## config.mk

```make
export PLATFORM = sky130hd
export DESIGN_NAME = sdram_arbiter
export DESIGN_NICKNAME = d
export VERILOG_FILES = /design/src/rtl/sdram_arb_pkg.sv /design/src/rtl/sdram_arb_rr_pick.sv /design/src/rtl/sdram_arbiter.sv
export SDC_FILE = /design/constraint.sdc
export NUM_CORES = 1
export LEC_CHECK = 0
export ABC_AREA = 1
export CAP_MARGIN = 20
export CORE_MARGIN = 5
export CORE_UTILIZATION = 30
export CTS_BUF_LIST = sky130_fd_sc_hd__clkbuf_4 sky130_fd_sc_hd__clkbuf_8 sky130_fd_sc_hd__clkbuf_16
export DETAILED_ROUTE_END_ITERATION = 10
export PLACE_DENSITY = 0.73
export SYNTH_ARGS = -nofsm -noshare
export SYNTH_HDL_FRONTEND = slang
export SYNTH_SLANG_ARGS = --single-unit
export TNS_END_PERCENT = 50
```

## constraint.sdc

```tcl
create_clock -name i_clk -period 4.15 [get_ports i_clk]
set_clock_uncertainty 0.05 [all_clocks]
set_input_delay 0.6225 -clock i_clk [delete_from_list [all_inputs] [get_ports i_clk]]
set_output_delay 0.6225 -clock i_clk [all_outputs]
set_load 0.02 [all_outputs]
```

## src/rtl/sdram_arb_pkg.sv

```systemverilog
// Shared types and default widths for the SDRAM word-port arbiter.
package sdram_arb_pkg;

    localparam int DEFAULT_ADDR_W = 23;
    localparam int DEFAULT_DATA_W = 32;

    typedef enum logic [1:0] {
        IDLE,
        GRANT,
        DONE
    } state_t;

    typedef enum logic {
        OP_READ,
        OP_WRITE
    } op_t;

endpackage

```

## src/rtl/sdram_arb_rr_pick.sv

```systemverilog
// Combinational round-robin picker: first requesting port at or after rr_ptr, with wrap.
// With SDRAM_ARB_PRIO_EN defined, port 0 overrides the rotation whenever prio_en is set.
module sdram_arb_rr_pick
    import sdram_arb_pkg::*;
#(
    parameter int N     = 4,
    parameter int PTR_W = 2
) (
    input  logic [N-1:0]     req,
    input  logic [PTR_W-1:0] rr_ptr,
`ifdef SDRAM_ARB_PRIO_EN
    input  logic             prio_en,
`endif
    output logic             found,
    output logic [PTR_W-1:0] index
);

    logic [PTR_W:0] cand;

    // Scan offsets from farthest to nearest so the port closest to rr_ptr is the last writer.
    always_comb begin
        found = 1'b0;
        index = '0;
        cand  = '0;
        for (int i = N - 1; i >= 0; i--) begin
            cand = {1'b0, rr_ptr} + (PTR_W + 1)'(i);
            if (cand >= (PTR_W + 1)'(N)) begin
                cand = cand - (PTR_W + 1)'(N);
            end
            if (req[cand[PTR_W-1:0]]) begin
                found = 1'b1;
                index = cand[PTR_W-1:0];
            end
        end
`ifdef SDRAM_ARB_PRIO_EN
        if (prio_en && req[0]) begin
            found = 1'b1;
            index = '0;
        end
`endif
    end

endmodule

```

## src/rtl/sdram_arbiter.sv

```systemverilog
// Round-robin arbiter serialising N requester cores onto the single SDRAMBus word port.
// Define SDRAM_ARB_PRIO_EN to give port 0 fixed highest priority over the rotation.
module sdram_arbiter
    import sdram_arb_pkg::*;
#(
    parameter int N      = 4,
    parameter int ADDR_W = DEFAULT_ADDR_W,
    parameter int DATA_W = DEFAULT_DATA_W
) (
    input  logic                   i_clk,
    input  logic                   i_rst,
    input  logic [N-1:0]           req_read,
    input  logic [N-1:0]           req_write,
    input  logic [N*ADDR_W-1:0]    req_addr,
    input  logic [N*DATA_W-1:0]    req_writedata,
    output logic [DATA_W-1:0]      req_readdata,
    output logic [N-1:0]           req_finished,
    output logic                   sdram_read,
    output logic                   sdram_write,
    output logic [ADDR_W-1:0]      sdram_addr,
    output logic [DATA_W-1:0]      sdram_writedata,
    input  logic [DATA_W-1:0]      sdram_readdata,
    input  logic                   sdram_finished,
    output logic [$clog2(N)-1:0]   grant_id,
    output logic                   busy
);

    localparam int PTR_W = $clog2(N);

    state_t             state, state_n;
    op_t                op, op_n;
    logic [PTR_W-1:0]   rr_ptr, rr_ptr_n;
    logic [PTR_W-1:0]   grant_n, next_ptr;
    logic [ADDR_W-1:0]  addr_n;
    logic [DATA_W-1:0]  wdata_n, rdata_n;
    logic [N-1:0]       fin_n;
    logic               rd_n, wr_n, busy_n;
    logic               pick_found;
    logic [PTR_W-1:0]   pick_idx;

    sdram_arb_rr_pick #(
        .N     (N),
        .PTR_W (PTR_W)
    ) u_pick (
        .req    (req_read | req_write),
        .rr_ptr (rr_ptr),
`ifdef SDRAM_ARB_PRIO_EN
        .prio_en(1'b1),
`endif
        .found  (pick_found),
        .index  (pick_idx)
    );

    assign next_ptr = (grant_id == PTR_W'(N - 1)) ? '0 : grant_id + PTR_W'(1);

    // Every output is a register, so the next-state logic computes next values for all of them.
    always_comb begin
        state_n = state;
        op_n    = op;
        rr_ptr_n = rr_ptr;
        grant_n = grant_id;
        addr_n  = sdram_addr;
        wdata_n = sdram_writedata;
        rdata_n = req_readdata;
        rd_n    = sdram_read;
        wr_n    = sdram_write;
        fin_n   = '0;
        case (state)
            IDLE: begin
                if (pick_found) begin
                    grant_n = pick_idx;
                    addr_n  = req_addr[int'(pick_idx)*ADDR_W +: ADDR_W];
                    wdata_n = req_writedata[int'(pick_idx)*DATA_W +: DATA_W];
                    op_n    = req_write[pick_idx] ? OP_WRITE : OP_READ;
                    wr_n    = req_write[pick_idx];
                    rd_n    = !req_write[pick_idx];
                    state_n = GRANT;
                end
            end
            GRANT: begin
                if (sdram_finished) begin
                    rd_n = 1'b0;
                    wr_n = 1'b0;
                    if (op == OP_READ) begin
                        rdata_n = sdram_readdata;
                    end
                    fin_n[grant_id] = 1'b1;
                    state_n = DONE;
                end
            end
            DONE: begin
`ifdef SDRAM_ARB_PRIO_EN
                if (grant_id != '0) begin
                    rr_ptr_n = next_ptr;
                end
`else
                rr_ptr_n = next_ptr;
`endif
                state_n = IDLE;
            end
            default: state_n = IDLE;
        endcase
        busy_n = (state_n != IDLE);
    end

    always_ff @(posedge i_clk) begin
        if (i_rst) begin
            state           <= IDLE;
            op              <= OP_READ;
            rr_ptr          <= '0;
            grant_id        <= '0;
            sdram_addr      <= '0;
            sdram_writedata <= '0;
            sdram_read      <= 1'b0;
            sdram_write     <= 1'b0;
            req_readdata    <= '0;
            req_finished    <= '0;
            busy            <= 1'b0;
        end else begin
            state           <= state_n;
            op              <= op_n;
            rr_ptr          <= rr_ptr_n;
            grant_id        <= grant_n;
            sdram_addr      <= addr_n;
            sdram_writedata <= wdata_n;
            sdram_read      <= rd_n;
            sdram_write     <= wr_n;
            req_readdata    <= rdata_n;
            req_finished    <= fin_n;
            busy            <= busy_n;
        end
    end

endmodule

```

Yosys cells after proc, flatten, opt, wreduce, memory -nomap -nowiden
Cells that the tools add are included.
Widths: inputs -> output; s select.
{"block": "word_totals", "register_bits": 101, "inputBits": 263}
{"block": "op_classes", "n_eq_ne": 5, "magnitude_cmp": 11, "reduce_logical": 9, "bitwise": 4, "n_addsub": 8, "shift": 2, "multipliers": 1, "n_mux": 34}
{"operator": "$shiftx 128x8->32", "n": 1}
{"operator": "$shiftx 92x8->23", "n": 1}
{"operator": "$mux 2", "n": 11}
{"operator": "$lt 2x3->1 const B", "n": 6}
{"operator": "$mux 1", "n": 14}
{"operator": "$bmux 1 s2", "n": 5}
{"operator": "$ge 3x3->1 const B", "n": 3}
{"operator": "$sub 2x1->2 const B", "n": 4}
{"operator": "$mul 2x5->7 const B", "n": 1}
{"operator": "$add 2x2->3 const B", "n": 2}
{"operator": "$reduce_and 3->1", "n": 2}
{"operator": "$eq 2x2->1 const B", "n": 2}
{"operator": "$ne 2x2->1 const B", "n": 2}
{"operator": "$or 4x4->4", "n": 1}
{"operator": "$pmux 1 s2", "n": 2}
{"operator": "$pmux 2 s2", "n": 1}
{"operator": "$reduce_bool 2->1", "n": 2}
{"operator": "$add 2x1->3 const B", "n": 1}
{"operator": "$ge 2x3->1 const B", "n": 1}
{"operator": "$not 1->1", "n": 3}
{"operator": "$reduce_or 3->1", "n": 1}
{"operator": "$add 2x1->2 const B", "n": 1}
{"operator": "$demux 1 s2", "n": 1}
{"operator": "$eq 2x1->1 const B", "n": 1}
{"operator": "other kinds (5)", "n": 5}

Longest topological paths before layout
Gate-level depths: netlist (run 1).
{"block": "logic_depth", "depth_word": 14, "mapped_depth": 17, "depth_no_buf": 14}

By module
From an unflattened synthesis (run 1), not the netlist that was laid out.
{"block": "unflattened", "cells_unflattened": 980, "hier_area_um2": 5851.9}
{"mod": "sdram_arbiter", "area_each_um2": 5639.2, "instances": 1, "cells_per_inst": 934}
{"mod": "sdram_arb_rr_pick", "area_each_um2": 212.7, "instances": 1, "cells_per_inst": 46}

Least setup slack after synthesis (run 1)
Ideal clock, no wire load.
{"block": "synth_timing", "path_kind": "input to register", "from": "in req_read[1]", "to": "reg sdram_writedata[11]", "setup_slack_ns": 2.116, "cell_stages": 14, "path_buffers": 2, "setup_ns": 0.109, "required_ns": 3.991, "t_arrival_ns": 1.875, "cell_sequence": "nor2_1 -> nand2_1 -> nand3_1 -> nand2_1 -> nand3_1 -> nand2_1 -> nand2_2 -> nand2_2 -> buf_4 -> buf_6 -> o211ai_1 -> nand3_1 -> nand2_1 -> inv_1"}
{"block": "synth_via", "elab_chain_cells": 8}
{"item": "start: declaration", "line_no": "sdram_arbiter.sv:12", "rtl": "input logic [N-1:0] req_read,"}
{"item": "$or 4x4->4 (*)", "line_no": "sdram_arbiter.sv:45", "rtl": ".req (req_read | req_write),"}
{"item": "$bmux 1 s2", "line_no": "sdram_arb_rr_pick.sv:30", "rtl": "if (req[cand[PTR_W-1:0]]) begin"}
{"item": "$mux 1 (implied by the code)", "line_no": "sdram_arb_rr_pick.sv:30"}
{"item": "$mux 2 / $mux 1 (equally long branches) (4 in a row)", "line_no": "sdram_arb_rr_pick.sv:30"}
{"item": "$shiftx 128x8->32 / $reduce_and 2->1 (equally long branches)"}
{"item": "end signal: assignment", "line_no": "sdram_arbiter.sv:125", "rtl": "sdram_writedata <= wdata_n;"}
{"item": "end: declaration", "line_no": "sdram_arbiter.sv:21", "rtl": "output logic [DATA_W-1:0] sdram_writedata,"}
Every way passes the cells marked *; elsewhere a longest branch is shown, timed or not. The select of a mux whose other input is x is not followed.
A chain may end at the register's enable or synchronous reset.

Worst setup path after layout (run 1)
{"block": "layout_timing", "from": "in req_write[2]", "to": "reg sdram_writedata[29]"}
{"block": "layout_via", "elab_chain_cells": 8}
{"item": "start: declaration", "line_no": "sdram_arbiter.sv:13", "rtl": "input logic [N-1:0] req_write,"}
{"item": "$or 4x4->4 (*)", "line_no": "sdram_arbiter.sv:45"}
{"item": "$bmux 1 s2", "line_no": "sdram_arb_rr_pick.sv:30"}
{"item": "$mux 1 (implied by the code)", "line_no": "sdram_arb_rr_pick.sv:30"}
{"item": "$mux 2 / $mux 1 (equally long branches) (4 in a row)", "line_no": "sdram_arb_rr_pick.sv:30"}
{"item": "$shiftx 128x8->32 / $reduce_and 2->1 (equally long branches)"}
Marked as above.

==> impl_metrics.json, run 1 <==
{
  "status": "finished, final reports clean",
  "synth_top_family_by_area": "simple AND/OR/NAND/NOR gates",
  "synth_area_mm2": 0.006374,
  "yosysUniqueCellTypes": 24,
  "core_area_mm2": 0.02096,
  "grt_pass1_vias": 7267,
  "drt_iter0_drc": 340,
  "area_growth_pct": 63.23,
  "drtPass1Iterations": 5,
  "hp-class": "flop to flop",
  "slew_violations": 0,
  "critical_path_required_ns": 4.39,
  "fin_util_pct": 49.65,
  "syn_avg_cell_area_um2": 5.716,
  "crit_type": "input pin to flop",
  "cts_resized": 0,
  "cts_sinks": 101,
  "vias_per_cell": 4.415,
  "drive_gt1_share_pct": 2.573,
  "hold_depth": 2,
  "cts-buffers-inserted": 9,
  "p_per_area_mw_per_mm2": 318.4,
  "die_area_mm2": 0.02426,
  "tns_ns": 0,
  "die_height_um": 155.8,
  "synth_top_area_share_pct": 31.72,
  "worst_path_max_delay_cell": "nor2_4",
  "critical_path_depth": 11,
  "synth_xor_area_share_pct": 0.2748,
  "n_fill_cell": 2102,
  "synth_simple_gate_area_share_pct": 38.26,
  "portBuffers": 358,
  "path_max_fanout": 30,
  "start_util_pct": 30.42,
  "synth_mux_area_share_pct": 0,
  "syn_inst": 1115,
  "clock.fmax_ghz": 0.3299,
  "clk_pin_slew_worst_paths_ns": 0.07,
  "wl_per_cell_um": 13.82,
  "cts_buffer_depth": 2,
  "drv_cap": 0,
  "overflow": 0,
  "num_antenna_cells": 0,
  "crit_top_cell": "nand3_1",
  "io-pin-count": 359,
  "synth_compound_area_share_pct": 6.949,
  "grt_antenna_before_repair": 0,
  "post_cts_buffers": 0,
  "wirelength_um": 23670,
  "area.sequential_mm2": 0.002022,
  "root_buffer": "clkbuf_16",
  "arrival_ns": 3.28,
  "synthTopCellsByArea": "dfxtp_1, nand2_1, inv_1",
  "ys_seq_elements": 101,
  "yosys_warnings": 0,
  "grt_usage_pct": 18.54,
  "post-dp-hpwl_um": 17970,
  "slew_headroom_pct": 37.35,
  "cts_tree": "yes",
  "grt_pass1_wl_um": 36460,
  "start_kind": "input pin",
  "p_leak_uw": 0.005423,
  "critPathMaxStageDelay_ns": 0.88,
  "crit_buf_inv": 2,
  "crit_chain": "clkdlybuf4s50_1 > nor2_1 > o21ai_1 > a21oi_1 > nand3_1 > nand3_2 > nor2_4 > nand3_1 > nand3_1 > nand2_1 > inv_1",
  "fin_crit_sh_pct": 73.03,
  "layout.nets": 1700,
  "r2r_cells": 10,
  "synthAdderAreaFrac_pct": 0.7852,
  "vias": 7563,
  "cp-end-kind": "flop",
  "final_antenna_net_count": 0,
  "clk_latency_ns": 0.35,
  "rsz0062_at_grt": "false",
  "postCtsHoldBufs": 0,
  "gp_congestion": 0.8698,
  "htree_levels": 3,
  "drc": 0,
  "grt_max_degree": 140,
  "rows": 53,
  "yosys.area.top_type": "dfxtp_1",
  "mappedNetlistNets": 1382,
  "synth_seq_area_share_pct": 31.72,
  "multi_input_area_mm2": 0.002969,
  "hold_viol_final": 0,
  "worstMarginPinSlew_ns": 0.9387,
  "peakVddDrop_mv": 0.1922,
  "setup-violations-final": 0,
  "die_w_um": 155.8,
  "finalCriticalPeriod_ns": 3.031,
  "critPathTopFamily": "simple AND/OR/NAND/NOR gates"
}
==> worst min-delay path, cell delays in order (launching register included) <==
cell,delay (ns)
dfxtp_1,0.32
nand2_1,0.06
a21oi_1,0.06
==> cell usage after synthesis <==
library cell  instances
nand2_2               2
nand3_2               1
nand2_1             307
inv_4                 1
buf_2                21
buf_6                 9
nor2_4                1
o21ai_1               2
buf_4                 9
o21ai_0              36
nor2_1              131
nand3_1             152
ha_1                  4
xnor2_1               1
clkinv_1              1
dfxtp_1             101
a21oi_1              10
inv_2                 2
clkbuf_1             19
o211ai_1             26
buf_1                 3
inv_1               274
a211oi_1              1
xor2_1                1
==> power by group <==
group | internal, µW | switching (µW) | total (µW)
sequential | 1080 | 59.3 | 1140
clock | 496 | 414 | 910
combinational | 598 | 665 | 1260
total | 2170 | 1140 | 3310
==> sequential cells by signal, indices dropped and copies added, names as in the netlist <==
name	flops
busy	1
grant_id	2
op	1
req_finished	4
req_readdata	32
rr_ptr	2
sdram_addr	23
sdram_read	1
sdram_write	1
sdram_writedata	32
state	2
==> cell families (layout without fill, tap and decap cells) <==
logic type / count (synthesis) / count (layout)
simple gates: 594 / 594
buf+inv: 339 / 662
flops: 101 / 101
compound gates: 75 / 75
fa+ha+maj: 4 / 4
xor+xnor: 2 / 2
==> final cells by class <==
type,count,share of cell area (%)
clock buffers,10,2.297
clock inverters,6,0.7216
repair buffers,368,35.65
well taps,275,3.307
inverters,278,10.05
flip-flops and latches,101,19.43
multi-input cells,675,28.54
==> through the flow <==
stage / total power (µW) / instances / cell area (µm²) / hold WS (ns) / setup WS, ns
floorplan: 1837 / 1115 / 6374 / 0.3957 / 2.116
global placement: 2419 / 1696 / 10070 / 0.4147 / 0.7253
detailed placement: 2431 / 1696 / 10070 / 0.4281 / 0.5965
CTS: 3364 / 1712 / 10380 / 0.4379 / 0.9681
global route: 3529 / 1713 / 10400 / 0.4448 / 0.8724
finish: 3312 / 1713 / 10400 / 0.4337 / 1.119
==> layer usage <==
layer	track usage, %	up-vias	wire (µm)
met4	5.044	0	429
li1	-	3910	-
met5	0	-	0
met1	20.66	3349	9325
met3	7.351	29	2425
met2	32.89	275	11490
==> layout by cell type, fill, tap and decap left out, drive strengths merged, types with 4 or more instances in the layout <==
cell type        n
buf             10
ha               4
a21oi           10
clkbuf          10
nand3          153
nor2           132
clkdlybuf4s50  358
dfxtp          101
o211ai          26
inv            282
o21ai           38
nand2          309
==> worst paths after layout <==
path | end | slack (ns) | startpoint
max | sdram_writedata[29] | 1.12 | req_write[2]
min | op | 0.43 | op
max reg2reg | sdram_writedata[29] | 1.20 | rr_ptr[0]
min reg2reg | op | 0.43 | op
Note: power is estimated with default switching activity, not from simulation.
==> inputs of run 2 (changes only) <==
==> constraint.sdc (replaced) <==
create_clock -name i_clk -period 3.1 [get_ports i_clk]
set_clock_uncertainty 0.05 [all_clocks]
set_input_delay 0.465 -clock i_clk [delete_from_list [all_inputs] [get_ports i_clk]]
set_output_delay 0.465 -clock i_clk [all_outputs]
set_load 0.02 [all_outputs]
==> run 2 against run 1 <==
  * Sequential power rose by 34%
  * Count of clock-buffer cells in the layout did not move
  * Wire length up 0.70%
  * Largest power group unchanged
  * Highest routed layer unchanged
==> impl_metrics.json, run 2 (synthesis gave the netlist of run 1 again) <==
{
  "worst_path_max_delay_cell": "dfxtp_1",
  "r2r_start": "rr_ptr[0]",
  "whs_ns": 0.4366,
  "root_buffer": "clkbuf_16",
  "post-dp-hpwl_um": 18420,
  "grt_max_degree": 59,
  "critical_path_required_ns": 3.35,
  "grt_usage_pct": 18.52,
  "hp-class": "flop to flop",
  "core_area_mm2": 0.02096,
  "drive_gt1_share_pct": 3.112,
  "clk_pin_slew_worst_paths_ns": 0.07,
  "fin_crit_sh_pct": 80.80,
  "portBuffers": 358,
  "layout.nets": 1709,
  "final_antenna_net_count": 0,
  "path_max_fanout": 26,
  "cp-end-kind": "flop",
  "hold_viol_final": 0,
  "clock.fmax_ghz": 0.3992,
  "overflow": 0,
  "status": "finished, final reports clean",
  "drt_iter0_drc": 352,
  "cts_resized": 0,
  "grt_antenna_before_repair": 0,
  "die_w_um": 155.8,
  "grt_pass1_wl_um": 36220,
  "clk_latency_ns": 0.34,
  "rsz0062_at_grt": "false",
  "wl_per_cell_um": 13.85,
  "grt_use_met1_pct": 21.51,
  "htree_levels": 3,
  "final_cell_mix": "clkdlybuf4s50_1, nand2_1, inv_1",
  "layout_commonest_cell": "clkdlybuf4s50_1",
  "worstMarginPinSlew_ns": 0.9607,
  "drtPass1Iterations": 4,
  "critPathTopFamily": "simple AND/OR/NAND/NOR gates",
  "grt_pass1_vias": 7012,
  "drv_cap": 0,
  "clkPwrFrac_pct": 27.4,
  "n_fill_cell": 2101,
  "slew_violations": 0,
  "setup-violations-final": 0,
  "vias": 7498,
  "io-pin-count": 359,
  "die_area_mm2": 0.02426,
  "crit_buf_inv": 4,
  "crit_type": "flop to flop",
  "pwr-share-comb_pct": 38.5,
  "critPathMaxStageDelay_ns": 0.57,
  "largestRegisters": "req_readdata: 32 flops, sdram_writedata: 32 flops, sdram_addr: 23 flops",
  "power_switching_uw": 1488,
  "crit_top_cell": "nand2_1",
  "post_cts_buffers": 0,
  "cp-startpoint": "rr_ptr[0]",
  "area_growth_pct": 64.53,
  "wirelength_um": 23830,
  "grtUsageMet2_pct": 32.02,
  "start_kind": "flop",
  "gp_congestion": 0.8668,
  "rows": 53,
  "tns_ns": 0,
  "min_from": "op",
  "vias_per_cell": 4.357,
  "cts_tree": "yes",
  "met3_usage_pct": 6.657,
  "busiest_layer": "met2",
  "peakVddDrop_mv": 0.2583,
  "seqPwrFrac_pct": 34.1,
  "finalCriticalPeriod_ns": 2.505,
  "postCtsHoldBufs": 0,
  "num_antenna_cells": 0,
  "drc": 0,
  "design_area_mm2": 0.01049,
  "switching_share_pct": 33.28,
  "slew_headroom_pct": 35.88,
  "p_int_uw": 2984,
  "cts_sinks": 101,
  "die_height_um": 155.8,
  "cts_buffer_depth": 2,
  "p_leak_uw": 0.005468,
  "p_per_area_mw_per_mm2": 426.5,
  "arrival_ns": 2.75,
  "cts-buffers-inserted": 9,
  "crit_chain": "inv_1 > nand2_1 > nand2_1 > o21ai_0 > nand2_1 > nand2_1 > nand2_1 > nand2_1 > inv_4 > nor2_4 > buf_12 > nand3_1 > nand3_1 > nand2_1 > inv_1",
  "start_util_pct": 30.42,
  "placed_area_mm2": 0.01017
}
[run 2: cell count changes in the layout (fill, tap and decap cells not counted), sizes merged]
cell / delta
buf: +9
bufinv: +1
clkinvlp: +1
inv: -3
[run 2: area by class of cell]
cell class / count / area [µm²] / area share [%]
Clock buffer: 10 / 232.7 / 2.219
Clock inverter: 5 / 83.83 / 0.7994
Inverter: 278 / 1046 / 9.975
Multi-Input combinational cell: 675 / 2969 / 28.31
Sequential cell: 101 / 2022 / 19.28
Tap cell: 275 / 344.1 / 3.281
Timing Repair Buffer: 377 / 3789 / 36.13
[run 2: path summary, 6_finish.rpt]
path | depth (start not counted) | endpoint | slack, ns
worst max register to register | 15 | sdram_writedata[25] | 0.60
worst max-delay path | 15 | sdram_writedata[25] | 0.60
worst min-delay path | 2 | op | 0.44
worst min register to register | 2 | op | 0.44
[run 2: metrics by stage]
| step | util (%) | setup WS (ns) | std cells | total power (µW) |
|---|---|---|---|---|
| global route | 50.04 | 0.3227 | 1721 | 4758 |
| global placement | 48.53 | 0.4174 | 1706 | 3275 |
| CTS | 50.04 | 0.6147 | 1721 | 4556 |
| detailed placement | 48.53 | 0.3739 | 1706 | 3289 |
| finish | 50.04 | 0.5951 | 1721 | 4472 |
| floorplan | - | 1.223 | 1115 | 2459 |
[run 2: worst register-to-register path: stages (launching register included)]
cell and delay, ns:
dfxtp_1 0.57, inv_1 0.19, nand2_1 0.13, nand2_1 0.09, o21ai_0 0.16, nand2_1 0.07
nand2_1 0.06, nand2_1 0.04, nand2_1 0.24, inv_4 0.16, nor2_4 0.20, buf_12 0.20
nand3_1 0.12, nand3_1 0.08, nand2_1 0.05, inv_1 0.05
[run 2: power groups by stage]
stage / Sequential (µW) / Clock (µW) / Combinational (µW)
CTS: 1530 / 1290 / 1740
global route: 1540 / 1320 / 1890
detailed placement: 1550 / 0 / 1740
floorplan: 1720 / 0 / 737
finish: 1530 / 1230 / 1720
global placement: 1550 / 0 / 1730
[run 2: metal layers]
| metal | vias to the layer above | part of all wire [%] | wire, µm |
|---|---|---|---|
| met4 | 0 | 2.1 | 492 |
| met3 | 28 | 10 | 2429 |
| met1 | 3248 | 40 | 9472 |
| met5 | - | 0 | 0 |
| met2 | 289 | 48 | 11440 |
| li1 | 3933 | - | - |
==> inputs of run 3 (changes only) <==
--- a/config.mk
+++ b/config.mk
@@ -11,7 +11,7 @@
 export CORE_UTILIZATION = 30
 export CTS_BUF_LIST = sky130_fd_sc_hd__clkbuf_4 sky130_fd_sc_hd__clkbuf_8 sky130_fd_sc_hd__clkbuf_16
 export DETAILED_ROUTE_END_ITERATION = 10
-export PLACE_DENSITY = 0.73
+export PLACE_DENSITY = 0.76
 export SYNTH_ARGS = -nofsm -noshare
 export SYNTH_HDL_FRONTEND = slang
 export SYNTH_SLANG_ARGS = --single-unit
==> constraint.sdc (replaced) <==
create_clock -name i_clk -period 2.24 [get_ports i_clk]
set_clock_uncertainty 0.05 [all_clocks]
set_input_delay 0.336 -clock i_clk [delete_from_list [all_inputs] [get_ports i_clk]]
set_output_delay 0.336 -clock i_clk [all_outputs]
set_load 0.02 [all_outputs]
==> run 3 against run 2 <==
  * Clock power rose by 23%
  * Worst setup slack got worse by 0.55 ns
  * Sequential power rose by 38%
  * Global-route usage fell by 0.21 points
  * Count of clock-buffer cells in the layout did not move
  * Critical path depth fell by 1
  * Via count rose by 3.1%
  * Cell area rose by 3.9%
  * Critical endpoint is now sdram_writedata[21]
  * Largest cell class unchanged
  * Highest routed layer unchanged
==> impl_metrics.json, run 3 (synthesis gave the netlist of run 1 again) <==
{
  "drt_iter0_drc": 466,
  "core_area_mm2": 0.02096,
  "arrival_ns": 2.38,
  "r2r_end": "sdram_writedata[21]",
  "die_w_um": 155.8,
  "drv_cap": 0,
  "worst_slack_ns": 0.04721,
  "r2r_start": "rr_ptr[0]",
  "cts_tree": "yes",
  "slew_headroom_pct": 69.67,
  "final_cell_mix": "clkdlybuf4s50_1, nand2_1, inv_1",
  "die_area_mm2": 0.02426,
  "rrSetupSlack_ns": 0.15,
  "vias": 7734,
  "fin_crit_sh_pct": 97.89,
  "grt_antenna_before_repair": 0,
  "n_fill_cell": 2058,
  "path_max_fanout": 9,
  "clk_latency_ns": 0.34,
  "overflow": 0,
  "r2r_cells": 13,
  "hold_depth": 2,
  "layout_commonest_cell": "clkdlybuf4s50_1",
  "num_antenna_cells": 0,
  "setup-violations-final": 0,
  "peakVddDrop_mv": 0.4090,
  "gp_congestion": 0.8861,
  "htree_levels": 3,
  "critical_path_required_ns": 2.43,
  "hp-class": "flop to flop",
  "drive_gt1_share_pct": 5.051,
  "p_per_area_mw_per_mm2": 572.1,
  "slew_violations": 0,
  "grt_pass1_vias": 7322,
  "status": "finished, final reports clean",
  "io-pin-count": 359,
  "p_leak_uw": 0.005653,
  "worstMarginPinSlew_ns": 0.4535,
  "clk_pin_slew_worst_paths_ns": 0.07,
  "grt_max_degree": 75,
  "drc": 0,
  "clock.fmax_ghz": 0.4560,
  "post-place-ws_ns": -0.2441,
  "min_from": "sdram_write",
  "grt_usage_pct": 18.32,
  "min_to": "sdram_write",
  "wirelength_um": 25160,
  "rows": 53,
  "placed_area_mm2": 0.01034,
  "layout.nets": 1728,
  "tns_ns": 0,
  "grt_pass1_wl_um": 36240,
  "design_area_mm2": 0.01090,
  "area_growth_pct": 71.01,
  "post-dp-hpwl_um": 18450,
  "cp-end-kind": "flop",
  "whs_ns": 0.4319,
  "root_buffer": "clkbuf_16",
  "vias_per_cell": 4.445,
  "wl_per_cell_um": 14.46,
  "final_antenna_net_count": 0,
  "hold_viol_final": 0,
  "start_util_pct": 30.42,
  "crit_type": "input pin to flop",
  "power_uw": 6235,
  "largestRegisters": "req_readdata: 32 flops, sdram_writedata: 32 flops, sdram_addr: 23 flops",
  "portBuffers": 358,
  "cts-buffers-inserted": 9,
  "cts_sinks": 101,
  "start_kind": "input pin",
  "die_height_um": 155.8,
  "cts_buffer_depth": 2,
  "finalCriticalPeriod_ns": 2.193,
  "drtPass1Iterations": 5
}
## run 3: cell type report
class,count,area (µm²),area share (%)
timing repair buffer,395,4163,38.19
multi-input combinational,676,3030,27.80
sequential,101,2026,18.59
inverter,278,1059,9.712
tap,275,344.1,3.157
clock buffer,10,232.7,2.135
clock inverter,5,45.04,0.4133
## run 3: report_power, final
group | leakage [µW] | internal (µW) | switching (µW)
clock network | 0.000135 | 780 | 734
registers | 0.000834 | 2000 | 111
logic | 0.00468 | 1290 | 1320
## run 3: repair_timing
item	in CTS	in global routing
setup endpoints to repair	0	57
setup buffers	0	2
hold buffers	0	0
hold endpoints to repair	0	0
resized for setup	0	27
## run 3: how the worst max path moves through the flow
stage	startpoint	to	slack, ns	cells past startpoint
6_report	req_write[1]	sdram_writedata[21]	0.05	14
3_5_place_dp	req_write[1]	sdram_addr[12]	-0.24	14
3_3_place_gp	req_write[3]	sdram_addr[5]	-0.19	16
2_1_floorplan	rr_ptr[0]	sdram_writedata[11]	0.42	13
5_1_grt	req_write[1]	sdram_writedata[21]	-0.06	14
4_1_cts	rr_ptr[0]	sdram_addr[12]	0.009	14
## run 3: critical path, stage by stage
cell	delay, ns
clkdlybuf4s50_1	0.44
nor2_2	0.20
nand2_2	0.09
nand3_1	0.12
nand2_1	0.10
nand3_2	0.11
nand2_2	0.08
nand2_4	0.13
nand2_8	0.11
buf_8	0.16
o211ai_1	0.26
nand3_1	0.12
nand2_1	0.07
inv_1	0.03
## run 3: per-stage QoR
| stage | std cells | util [%] |
|---|---|---|
| finish | 1740 | 52.01 |
| global route | 1740 | 52.01 |
| CTS | 1730 | 50.69 |
| detailed placement | 1715 | 49.37 |
| global placement | 1715 | 49.37 |
| floorplan | 1115 | - |
## run 3: per-layer routing
| layer | global-route usage, % | up-vias | share of wire (%) |
|---|---|---|---|
| met5 | 0 | - | 0 |
| met4 | 5.502 | 0 | 2.1 |
| met3 | 5.936 | 34 | 9.5 |
| met2 | 32.66 | 297 | 49 |
| met1 | 20.87 | 3427 | 39 |
| li1 | - | 3976 | - |
